`config.mk`:
```
export PLATFORM = sky130hd
export DESIGN_NAME = scan_chain_ctrl_flat
export DESIGN_NICKNAME = d
export VERILOG_FILES = /design/src/rtl/scan_chain_ctrl_if.sv /design/src/rtl/scan_chain_ctrl.sv /design/src/flat_wrapper.sv
export SDC_FILE = /design/constraint.sdc
export NUM_CORES = 1
export LEC_CHECK = 0
export ABC_AREA = 1
export CAP_MARGIN = 10
export CORE_UTILIZATION = 40
export DETAILED_ROUTE_END_ITERATION = 16
export GPL_TIMING_DRIVEN = 1
export PLACE_DENSITY = 0.73
export SETUP_SLACK_MARGIN = 0.2
export SLEW_MARGIN = 10
export SYNTH_ARGS = -nofsm -noshare
export SYNTH_HDL_FRONTEND = slang
export SYNTH_SLANG_ARGS = --single-unit
export TNS_END_PERCENT = 1
```
`constraint.sdc`:
```
create_clock -name clk -period 1.7 [get_ports clk]
set_input_delay 0.425 -clock clk [delete_from_list [all_inputs] [get_ports clk]]
set_output_delay 0.425 -clock clk [all_outputs]
set_load 0.01 [all_outputs]
```
`src/rtl/scan_chain_ctrl_if.sv`:
```
// Scan controller bundle: vector handshake, scan port and response outputs.
interface scan_chain_ctrl_if #(
    parameter int unsigned CHAIN_LEN = 2
) ();
    logic                 vec_valid;
    logic                 vec_ready;
    logic [CHAIN_LEN-1:0] vec_in;
    logic [CHAIN_LEN-1:0] exp_in;
    logic                 scan_en;
    logic                 scan_in;
    logic                 scan_out;
    logic                 resp_valid;
    logic [CHAIN_LEN-1:0] resp_data;
    logic                 mismatch;
    logic [7:0]           fail_count;
    logic                 busy;

    // Controller side.
    modport master (
        input  vec_valid, vec_in, exp_in, scan_out,
        output vec_ready, scan_en, scan_in, resp_valid, resp_data, mismatch, fail_count, busy
    );

    // Vector source / chain side.
    modport slave (
        output vec_valid, vec_in, exp_in, scan_out,
        input  vec_ready, scan_en, scan_in, resp_valid, resp_data, mismatch, fail_count, busy
    );
endinterface

```
`src/rtl/scan_chain_ctrl.sv`:
```
// Scan test controller: loads vectors serially, runs capture clocks, unloads and
// compares the captured response while the next vector is being loaded.
module scan_chain_ctrl #(
    parameter int unsigned CHAIN_LEN      = 2,
    parameter int unsigned CAPTURE_CYCLES = 1
) (
    input  logic               clk,
    input  logic               rst,
    scan_chain_ctrl_if.master  ctrl_io
);
    localparam int unsigned CntMax = (CHAIN_LEN > CAPTURE_CYCLES) ? CHAIN_LEN : CAPTURE_CYCLES;
    localparam int unsigned CntW   = $clog2(CntMax);

    typedef enum logic [1:0] {StIdle, StShift, StCapture, StFlush} state_e;

    state_e               state_q, state_d;
    logic [CntW-1:0]      cnt_q, cnt_d;
    logic [CHAIN_LEN-1:0] load_sr_q, exp_q, cmp_q, resp_sr_q;
    logic                 resp_pending_q, scan_en_q, resp_valid_q, mismatch_q;
    logic [7:0]           fail_count_q;

    logic                 vec_ready, hs, shift_last, cap_last;
    logic                 capture_done, unload_en, unload_last, resp_diff;
    logic [CHAIN_LEN-1:0] resp_next;

    assign shift_last   = (cnt_q == CntW'(CHAIN_LEN - 1));
    assign cap_last     = (cnt_q == CntW'(CAPTURE_CYCLES - 1));
    assign hs           = ctrl_io.vec_valid & vec_ready;
    assign capture_done = (state_q == StCapture) & cap_last;
    // SHIFT and FLUSH both last CHAIN_LEN cycles, so the phase counter marks the last unload bit.
    assign unload_en    = ((state_q == StShift) | (state_q == StFlush)) & resp_pending_q;
    assign unload_last  = unload_en & shift_last;
    assign resp_next    = {resp_sr_q[CHAIN_LEN-2:0], ctrl_io.scan_out};
    assign resp_diff    = (resp_next != cmp_q);

    // State register and phase cycle counter.
    always_ff @(posedge clk or posedge rst) begin
        if (rst) begin
            state_q <= StIdle;
            cnt_q   <= '0;
        end else begin
            state_q <= state_d;
            cnt_q   <= cnt_d;
        end
    end

    // Next-state logic; the counter restarts at every phase change.
    always_comb begin
        state_d = state_q;
        cnt_d   = cnt_q + CntW'(1);
        unique case (state_q)
            StIdle: begin
                cnt_d = '0;
                if (hs) state_d = StShift;
            end
            StShift: begin
                if (shift_last) begin
                    state_d = StCapture;
                    cnt_d   = '0;
                end
            end
            StCapture: begin
                if (cap_last) begin
                    state_d = hs ? StShift : StFlush;
                    cnt_d   = '0;
                end
            end
            StFlush: begin
                if (shift_last) begin
                    state_d = StIdle;
                    cnt_d   = '0;
                end
            end
            default: begin
                state_d = StIdle;
                cnt_d   = '0;
            end
        endcase
    end

    // Handshake-side outputs decoded from the current state.
    always_comb begin
        vec_ready = 1'b0;
        unique case (state_q)
            StIdle:    vec_ready = 1'b1;
            StCapture: vec_ready = cap_last;
            default:   vec_ready = 1'b0;
        endcase
    end

    // Scan enable registered from the next state so the chain sees a clean flop output.
    always_ff @(posedge clk or posedge rst) begin
        if (rst) begin
            scan_en_q <= 1'b0;
        end else begin
            scan_en_q <= (state_d == StShift) | (state_d == StFlush);
        end
    end

    // Load path: stimulus shifts out MSB first and leaves zeros behind, so FLUSH drives 0.
    always_ff @(posedge clk or posedge rst) begin
        if (rst) begin
            load_sr_q <= '0;
            exp_q     <= '0;
            cmp_q     <= '0;
        end else begin
            if (hs) begin
                load_sr_q <= ctrl_io.vec_in;
                exp_q     <= ctrl_io.exp_in;
            end else if (state_q == StShift) begin
                load_sr_q <= {load_sr_q[CHAIN_LEN-2:0], 1'b0};
            end
            // Snapshot the expectation of the vector just captured before exp_q is overwritten.
            if (capture_done) cmp_q <= exp_q;
        end
    end

    // Unload path, compare and saturating mismatch counter.
    always_ff @(posedge clk or posedge rst) begin
        if (rst) begin
            resp_pending_q <= 1'b0;
            resp_sr_q      <= '0;
            resp_valid_q   <= 1'b0;
            mismatch_q     <= 1'b0;
            fail_count_q   <= '0;
        end else begin
            if (capture_done)     resp_pending_q <= 1'b1;
            else if (unload_last) resp_pending_q <= 1'b0;
            if (unload_en) resp_sr_q <= resp_next;
            resp_valid_q <= unload_last;
            if (unload_last) begin
                mismatch_q <= resp_diff;
                if (resp_diff && fail_count_q != 8'hFF) fail_count_q <= fail_count_q + 8'd1;
            end
        end
    end

    assign ctrl_io.vec_ready  = vec_ready;
    assign ctrl_io.busy       = (state_q != StIdle);
    assign ctrl_io.scan_en    = scan_en_q;
    assign ctrl_io.scan_in    = load_sr_q[CHAIN_LEN-1];
    assign ctrl_io.resp_valid = resp_valid_q;
    assign ctrl_io.resp_data  = resp_sr_q;
    assign ctrl_io.mismatch   = mismatch_q;
    assign ctrl_io.fail_count = fail_count_q;
endmodule

```
`src/flat_wrapper.sv`:
```
// flat-port wrapper written by rule: the top's interface ports become plain ports
module scan_chain_ctrl_flat 
#(
    parameter int unsigned CHAIN_LEN      = 2,
    parameter int unsigned CAPTURE_CYCLES = 1
)
  (clk, rst, ctrl_io_vec_valid, ctrl_io_vec_in, ctrl_io_exp_in, ctrl_io_scan_out, ctrl_io_vec_ready, ctrl_io_scan_en, ctrl_io_scan_in, ctrl_io_resp_valid, ctrl_io_resp_data, ctrl_io_mismatch, ctrl_io_fail_count, ctrl_io_busy);
  scan_chain_ctrl_if #(.CHAIN_LEN(CHAIN_LEN)) ctrl_io_i ();
  input  logic clk;
  input  logic rst;
  input wire logic [$bits(ctrl_io_i.vec_valid)-1:0] ctrl_io_vec_valid;
  input wire logic [$bits(ctrl_io_i.vec_in)-1:0] ctrl_io_vec_in;
  input wire logic [$bits(ctrl_io_i.exp_in)-1:0] ctrl_io_exp_in;
  input wire logic [$bits(ctrl_io_i.scan_out)-1:0] ctrl_io_scan_out;
  output wire logic [$bits(ctrl_io_i.vec_ready)-1:0] ctrl_io_vec_ready;
  output wire logic [$bits(ctrl_io_i.scan_en)-1:0] ctrl_io_scan_en;
  output wire logic [$bits(ctrl_io_i.scan_in)-1:0] ctrl_io_scan_in;
  output wire logic [$bits(ctrl_io_i.resp_valid)-1:0] ctrl_io_resp_valid;
  output wire logic [$bits(ctrl_io_i.resp_data)-1:0] ctrl_io_resp_data;
  output wire logic [$bits(ctrl_io_i.mismatch)-1:0] ctrl_io_mismatch;
  output wire logic [$bits(ctrl_io_i.fail_count)-1:0] ctrl_io_fail_count;
  output wire logic [$bits(ctrl_io_i.busy)-1:0] ctrl_io_busy;
  assign ctrl_io_i.vec_valid = ctrl_io_vec_valid;
  assign ctrl_io_i.vec_in = ctrl_io_vec_in;
  assign ctrl_io_i.exp_in = ctrl_io_exp_in;
  assign ctrl_io_i.scan_out = ctrl_io_scan_out;
  assign ctrl_io_vec_ready = ctrl_io_i.vec_ready;
  assign ctrl_io_scan_en = ctrl_io_i.scan_en;
  assign ctrl_io_scan_in = ctrl_io_i.scan_in;
  assign ctrl_io_resp_valid = ctrl_io_i.resp_valid;
  assign ctrl_io_resp_data = ctrl_io_i.resp_data;
  assign ctrl_io_mismatch = ctrl_io_i.mismatch;
  assign ctrl_io_fail_count = ctrl_io_i.fail_count;
  assign ctrl_io_busy = ctrl_io_i.busy;
  scan_chain_ctrl #(.CHAIN_LEN(CHAIN_LEN), .CAPTURE_CYCLES(CAPTURE_CYCLES)) u_core (.clk(clk), .rst(rst), .ctrl_io(ctrl_io_i));
endmodule
```
# --- Yosys cells after proc, flatten, opt, wreduce, memory -nomap -nowiden ---
# Cells that the tools add are included.
totals:
  in_bits: 8
  regBits: 23
  ram_bits: 0
  n_memories: 0
  output_inout_bits: 16
  latchBits: 0
  word_cells: 48
  rom_bits: 0
op_classes:
  addsub: 2
  div: 0
  n_mux: 14
  n_lt_le_gt_ge: 0
  n_eq_ne: 7
  mul: 0
  n_reduce_logical: 7
  n_shift: 0
  bitwise_logic: 7
op_table:
  columns: ["operator", "count"]
  rows:
  - ["$mux W2", 7]
  - ["$add A8 B1 Y8 const B", 1]
  - ["$ne A8 B8 Y1 const B", 1]
  - ["$pmux W2 S4", 1]
  - ["$eq A2 B2 Y1 const B", 3]
  - ["$reduce_bool A2 Y1", 3]
  - ["$and A1 B1 Y1", 4]
  - ["$eq A2 B1 Y1 const B", 2]
  - ["$mux W1", 4]
  - ["$pmux W1 S3", 1]
  - ["$logic_not A2 Y1", 1]
  - ["$ne A2 B2 Y1", 1]
  - ["$or A1 B1 Y1", 2]
  - ["$pmux W1 S2", 1]
  - ["$reduce_and A2 Y1", 1]
  - ["$reduce_or A2 Y1", 1]
  - ["$add A1 B1 Y1 const B", 1]
  - ["$logic_and A1 B1 Y1", 1]
  - ["$not A1 Y1", 1]

# --- Logic depth before layout (Yosys ltp) ---
depth:
  word_depth: 8
  mapped_depth: 8
  ltp_nobuf: 8

# --- Least setup slack after synthesis ---
# OpenSTA, ideal clock, no wires.
synth_timing:
  kind: "register to register"
  from: "register u_core.fail_count_q[0], in the netlist u_core.ctrl_io.fail_count[0]"
  to: "register u_core.fail_count_q[4], in the netlist u_core.ctrl_io.fail_count[4]"
  synth_period_minus_slack_ps: 1353
  setup_time_ps: 65
  required_ps: 1635
  stages_incl_launch_ff: 9
  arrival_ps: 1288
  setup_slack_ps: 347
  n_path_buf: 0
  path_cell_list: "dfrtp_1 > ha_1 > inv_1 > nor2_2 > nand2_2 > clkinv_1 > nor2_8 > nand2_1 > nand2_1"
synth_between:
  elab_chain_len: 3
  elab_cells_between_ends: 4
  cone_classes: "add/sub (1); eq/ne (1); reduce/logical (2)"
synth_lines:
  columns: ["item", "line", "text"]
  rows:
  - ["from (decl)", "scan_chain_ctrl.sv:20", "logic [7:0] fail_count_q;"]
  - ["from (signal assigned)", "scan_chain_ctrl.sv:133", "if (resp_diff && fail_count_q != 8'hFF) fail_count_q <= fail_count_q + 8'd1;"]
  - ["branches (longest 3 deep; another with $add A8 B1 Y8)", null, null]
# Parallel ways; which one is timed is not known.
# A chain may end at the register's enable or synchronous reset.

# --- Worst setup path in the final report ---
layout_timing:
  from: "register u_core.state_q[1]"
  to: "output port ctrl_io_busy"
layout_between:
  elab_chain_len: 1
layout_lines:
  columns: ["item", "line", "text"]
  rows:
  - ["from (decl)", "scan_chain_ctrl.sv:16", "state_e state_q, state_d;"]
  - ["from (signal assigned)", "scan_chain_ctrl.sv:39", "state_q <= StIdle;"]
  - ["from (signal assigned)", "scan_chain_ctrl.sv:42", "state_q <= state_d;"]
  - ["$reduce_bool A2 Y1", "scan_chain_ctrl.sv:139", "assign ctrl_io.busy = (state_q != StIdle);"]
  - ["to (decl)", "flat_wrapper.sv:22", "output wire logic [$bits(ctrl_io_i.busy)-1:0] ctrl_io_busy;"]
# No other way between the ends.

==> impl_results.md <==
- Total power: 2.25 mW
- Peak supply drop: ~0.9 mV
- Maxcap violations: 0
- Vias/cell: approximately 4.9
- Mapped Cells: 141
- Hold/Removal Path Class: in -> async
- Ant. Diodes: 0
- LEAKAGE: 1.02 nW
- Core area: 2730 um^2
- Pwr per Cell Area: 1380 nW/um^2
- Vias in the first global route: 973
- Run status: finished clean
- Final Instance Area: 1630 um^2
- Simple-gate share of the synthesized area: 34.2%
- Layout cell share with drive strength beyond 1: between 20% and 30%
- Syn_nets: 150
- Tightest Pin Transition: 292 ps
- H-tree depth: 1
- DR iter-0 viols: 15
- Final net count: between 150 and 200
- Clk_skew: 2.24 ps
- Largest net degree at the start of global routing: 24
- WP data required: roughly 1300 ps
- Final Slew Violations: 0
- WL per Instance: 11.0 um
- Final WS setup: 64.4 ps
- Inserted Clock Buffers: 3
- Fraction of the mapped netlist area in adder cells: 1.09%
- Placed cell areas: 1460 um^2
- Critical path arrival: approximately 1200 ps
- Final min period: 1640 ps
- Post-synthesis mux area share: 0%
- Sequential fraction of the synthesis area: 49.9%
- Die width: 55.7 um
- TritonCTS clock tree: built
- First-pass GRT wire length: between 3000 and 4000 um
- CTS Sinks: 23
- Worst-skew pair later-pin latency: 300 ps
- RSZ-0062 raised after global routing: true
- Unique masters post-synth: 22
- Placed cell count: 200
- Port-buffer cells: 23
- Largest family of logic cells by synthesized area: simple AND/OR/NAND/NOR gates
- Final GP Congestion: 0.793
- Synth warnings: 0
- Maximum clock rate: 611 MHz
- Area growth from synthesis to layout: 41.7%
- Synth top area share: around 50%
- Post-route ant nets: 0
- Final period util: 96.2%
- HPWL after DPL: 1640 um
- GRT overflow: 0
- IO Count: 24
- Clock Tree Buf Depth: 2
- Final Non-Filler Cells: between 200 and 250
- Drt drc: 0
- GRT Resource Usage Total: 15.6%
- Setup crit start kind: flip-flop
- Root buffer cell: clkbuf_4
- Setup crit end kind: output port
- Post-synthesis compound-gate area fraction: 5.86%
- Final hold violation count: 0
- Synth area leader: dfrtp_1
- Crit Path Category: reg -> out
- Initial Util: 42.2%
- CP Max Fanout: 5
- Die Y: 55.7 um
- Dpl ws: 55.3 ps
- Synthesized area per cell: 8.17 um^2
- Post-Route WL: 2390 um
- Seq cells post-synth: 23
- Final setup vio count: 0
- Post-Syn Area: approximately 1200 um^2
- Relative slew slack: 80.5%
- Top cells by area, synth: dfrtp_1 (50%), nand2_1 (17%), inv_1 (5.5%), nand3_1 (4.3%), nor2_8 (3.5%)
- Num rows: 19
- Synth Area in XOR/XNOR: approximately 2.3%
- Drt pass-1 iters: 4
- Die Area: 3100 um^2
- Initial antenna violation count: 0
- Clock Pin Slew Worst Setup and Hold Paths: between 100 and 150 ps
- Via count: between 1000 and 1500
-- Yosys cell counts --
| cell type | number |
|---|---|
| nand2_2 | 1 |
| nand3_4 | 1 |
| nand2_4 | 2 |
| buf_2 | 1 |
| nor2_2 | 1 |
| a21oi_1 | 4 |
| dfrtp_1 | 23 |
| nand2_1 | 52 |
| xnor2_1 | 2 |
| o21ai_0 | 7 |
| nor2_1 | 8 |
| o21ai_1 | 1 |
| nand3b_1 | 1 |
| nand3_1 | 10 |
| o211ai_1 | 1 |
| inv_2 | 1 |
| ha_1 | 1 |
| nand4_1 | 3 |
| xor2_1 | 1 |
| inv_1 | 17 |
| clkinv_1 | 1 |
| nor2_8 | 2 |
-- state kept, by name, indices dropped and copies added (netlist names), 2 cells and up --
signal	flops
u_core.cmp_q	2
u_core.ctrl_io.fail_count	8
u_core.ctrl_io.resp_data	2
u_core.exp_q	2
u_core.load_sr_q	2
u_core.state_q	2
-- where the power goes --
| group | leakage, nW | internal [mW] | total [mW] | switching (mW) |
|---|---|---|---|---|
| registers | 0.286 | 0.745 | 0.850 | 0.105 |
| logic | 0.714 | 0.540 | 1.16 | 0.616 |
| clock network | 0.0177 | 0.0878 | 0.246 | 0.158 |
-- timing repair --
item                       4_1_cts  5_1_grt
hold endpoints to repair         0        0
setup buffers                   12        0
gates resized for setup          8       22
hold buffers                     0        0
setup endpoints to repair       16       23
-- layout by cell type, fill, tap and decap left out, types with 2 or more instances in the layout --
master | Yosys | layout
nand2_1 | 52 | 51
clkdlybuf4s50_1 | 0 | 7
inv_1 | 17 | 15
xnor2_1 | 2 | 2
inv_2 | 1 | 4
nor2_1 | 8 | 8
dfrtp_2 | 0 | 3
nand4_1 | 3 | 3
nand3_1 | 10 | 9
buf_4 | 0 | 18
dfrtp_1 | 23 | 20
nand2_4 | 2 | 2
dlymetal6s2s_1 | 0 | 13
nand2_2 | 1 | 2
dlygate4sd2_1 | 0 | 2
clkbuf_4 | 0 | 3
nor2_8 | 2 | 2
a21oi_1 | 4 | 4
o21ai_0 | 7 | 7
-- kinds of logic after synthesis --
group,Yosys count
AOI/OAI and AO/OA,13
xor gates and xnor gates,3
adders and majority gates,1
buffers and inverters,20
DFF,23
and+or+nand+nor,81
-- final cells by class --
cell class,instances,area (um^2)
Clock buffer,3,22.5
Multi-Input combinational cell,98,526
Inverter,19,71.3
Clock inverter,1,5.00
Fill cell,239,1100
Sequential cell,23,579
Timing Repair Buffer,41,390
Tap cell,31,38.8
-- stage by stage --
step	hold slack (ps)	TNS [ps]	utilization (%)
after floorplan	427	0	-
after global placement	471	0	53.5
after detailed placement	474	0	53.5
after CTS	438	0	57.8
after global routing	466	-1.91	59.7
final	442	0	59.7
-- path summary, 6_finish.rpt --
check	cells after the start	start	slack [ps]	to
worst max-delay path	3	u_core.state_q[1]	60	ctrl_io_busy
worst min-delay path	3	rst	440	u_core.ctrl_io.fail_count[2]
worst max register to register	9	u_core.ctrl_io.fail_count[0]	310	u_core.ctrl_io.fail_count[7]
worst min register to register	2	u_core.ctrl_io.resp_data[1]	500	u_core.ctrl_io.resp_data[1]
max in group asynchronous	3	rst	1020	u_core.ctrl_io.fail_count[4]
min in group clk	2	u_core.ctrl_io.resp_data[1]	500	u_core.ctrl_io.resp_data[1]
-- routing by layer --
layer	vias up	global-route usage (%)	wire length, um
met5	-	0	0
li1	530	-	-
met3	0	2.79	111
met4	0	6.79	0
met2	22	28.4	1210
met1	504	17.7	1060
-- critical path: stages, from the launching register on --
cell           delay (ps)
dfrtp_1               410
nor2_1                140
inv_2                  70
dlygate4sd2_1         280
No activity file was read; power rests on OpenSTA's default activity.
==> variant: new RTL, same settings <==
`CHAIN_LEN` is set to 2 in 3 places; all go to 4.
--- a/src/rtl/scan_chain_ctrl_if.sv
+++ b/src/rtl/scan_chain_ctrl_if.sv
@@ -1,6 +1,6 @@
 // Scan controller bundle: vector handshake, scan port and response outputs.
 interface scan_chain_ctrl_if #(
-    parameter int unsigned CHAIN_LEN = 2
+    parameter int unsigned CHAIN_LEN = 4
 ) ();
     logic                 vec_valid;
     logic                 vec_ready;
--- a/src/rtl/scan_chain_ctrl.sv
+++ b/src/rtl/scan_chain_ctrl.sv
@@ -1,7 +1,7 @@
 // Scan test controller: loads vectors serially, runs capture clocks, unloads and
 // compares the captured response while the next vector is being loaded.
 module scan_chain_ctrl #(
-    parameter int unsigned CHAIN_LEN      = 2,
+    parameter int unsigned CHAIN_LEN      = 4,
     parameter int unsigned CAPTURE_CYCLES = 1
 ) (
     input  logic               clk,
--- a/src/flat_wrapper.sv
+++ b/src/flat_wrapper.sv
@@ -1,7 +1,7 @@
 // flat-port wrapper written by rule: the top's interface ports become plain ports
 module scan_chain_ctrl_flat 
 #(
-    parameter int unsigned CHAIN_LEN      = 2,
+    parameter int unsigned CHAIN_LEN      = 4,
     parameter int unsigned CAPTURE_CYCLES = 1
 )
   (clk, rst, ctrl_io_vec_valid, ctrl_io_vec_in, ctrl_io_exp_in, ctrl_io_scan_out, ctrl_io_vec_ready, ctrl_io_scan_en, ctrl_io_scan_in, ctrl_io_resp_valid, ctrl_io_resp_data, ctrl_io_mismatch, ctrl_io_fail_count, ctrl_io_busy);
Ports: changed (resized ctrl_io_exp_in, ctrl_io_resp_data and ctrl_io_vec_in); port bits go from 24 to 30. No check against the original RTL was run, so the function may have changed too.
==> variant against the unedited design <==
Synthesized cell count rose by 37%; sequential cell count rose by 9; sequential power is 39% higher; die area rose by 36%; worst hold slack better by 0.037 ns; setup slack barely moved; power is 46% higher; register-to-register slack got worse by 0.16 ns; wire length increased by 39%; cell area rose by 35%; synthesized area rose by 37%; largest cell class unchanged; highest routed layer is now met4.
==> variant: results <==
group,metric,value,unit
outcome,outcome,"finished clean",
drt,routed_wl,3.32,mm
sta,relSlewSlack,0.729,
logic_synthesis,avgSynthCellArea,8.19,sq um
sta,finClkSkew,0.00586,ns
clocking,clk_pin_slew,0.07,ns
worst_hold_path,hold_path_class,"flop to flop",
clocking,cts.htree.levels,2,
power_and_ir_drop,leakage,1.09,nW
logic_synthesis,synth_compound_area_frac,0.0879,
logic_synthesis,synth_nets,209,
setup_path,crit_slowest_cell,"clkdlybuf4s50_1",
power_and_ir_drop,power_switching,1.20,mW
logic_synthesis,synth-xor-area-share,0.0166,
setup_path,crit_fanout,3,
cells_and_area,drive_gt1_frac,0.183,
setup_path,cp_top_family,"buffers and inverters",
logic_synthesis,synth_adder_area_share,0.0317,
place,dp.cells,280,
drt,dr_wl_met2,1.57,mm
global_routing,gr-usage-met2,0.319,
drt,drtIter0Drc,82,
cells_and_area,fillerInstances,339,
setup_path,max_stage_delay,0.55,ns
clocking,ctsResizeCount,10,
global_routing,grt_max_degree,33,
place,portBuffers,29,
drt,vias,1403,
drt,met3WireLength,153,microns
cells_and_area,nNetsFinal,267,
sta,hold_slack,0.479,ns
setup_path,r2r-end,"u_core.ctrl_io.fail_count[2]",
setup_path,regToRegSetupSlack,0.15,ns
logic_synthesis,ys_seq_area_frac,0.507,
logic_synthesis,synth_area_leaders,"dfrtp_1 51%, nand2_1 16%, inv_1 6.4%",
clocking,cts_buffers,5,
clocking,postCtsSetupBuffers,8,
global_routing,gr-usage-met1,0.214,
drt,top_layer_used,"met4",
global_routing,use_met3,0.0528,
setup_path,r2r_cells,8,
place,gp_congestion,0.777,
clocking,root_buffer,"clkbuf_8",
place,pre_cts_slack,-0.0130,ns
power_and_ir_drop,ir_worst_vdd,0.000761,V
variant: changes by cell type after synthesis, moves of 2 or more:
| cell | delta |
|---|---|
| nand4_1 | +5 |
| nor2_1 | +2 |
| nor2_8 | -2 |
| nand2_1 | +17 |
| dfrtp_1 | +9 |
| nand2_4 | -2 |
| inv_1 | +10 |
| nand3_1 | -7 |
| o21ai_0 | +11 |
| ha_1 | +3 |
| a22oi_1 | +2 |
variant: kinds of logic after synthesis:
| logic type | after synthesis |
|---|---|
| AND/OR/NAND/NOR | 99 |
| XOR/XNOR | 3 |
| AO/OA/AOI/OAI | 26 |
| buffers and inverters | 29 |
| adder cells (fa/ha/maj) | 4 |
| flip-flops | 32 |
variant: how the worst max path moves through the flow:
stage	start	endpoint	slack, ns	depth (start not counted)
after floorplan	u_core.cnt_q[0]	ctrl_io_vec_ready	0.36	4
after global placement	u_core.cnt_q[0]	ctrl_io_vec_ready	0.02	5
after detailed placement	u_core.cnt_q[0]	ctrl_io_vec_ready	-0.01	5
after CTS	u_core.ctrl_io.resp_data[1]	ctrl_io_resp_data[1]	0.02	1
after global routing	u_core.cnt_q[0]	ctrl_io_vec_ready	0.002	5
final	u_core.ctrl_io.resp_data[1]	ctrl_io_resp_data[1]	0.06	1
variant: cell type report:
class,instances,area [sq um],area share
Clock inverter,1,7.51,0.00340
Tap cell,48,60.1,0.0272
Sequential cell,32,805,0.364
Multi-Input combinational cell,132,688,0.311
Timing Repair Buffer,53,463,0.209
Clock buffer,7,86.3,0.0390
Inverter,27,101,0.0458
variant: power by group through the flow:
stage,clock network [mW],logic [mW],registers (mW)
2_1_floorplan,0,0.700,1.25
3_3_place_gp,0,1.27,1.22
3_5_place_dp,0,1.30,1.23
4_1_cts,0.632,1.39,1.19
5_1_grt,0.677,1.71,1.21
6_report,0.611,1.51,1.18
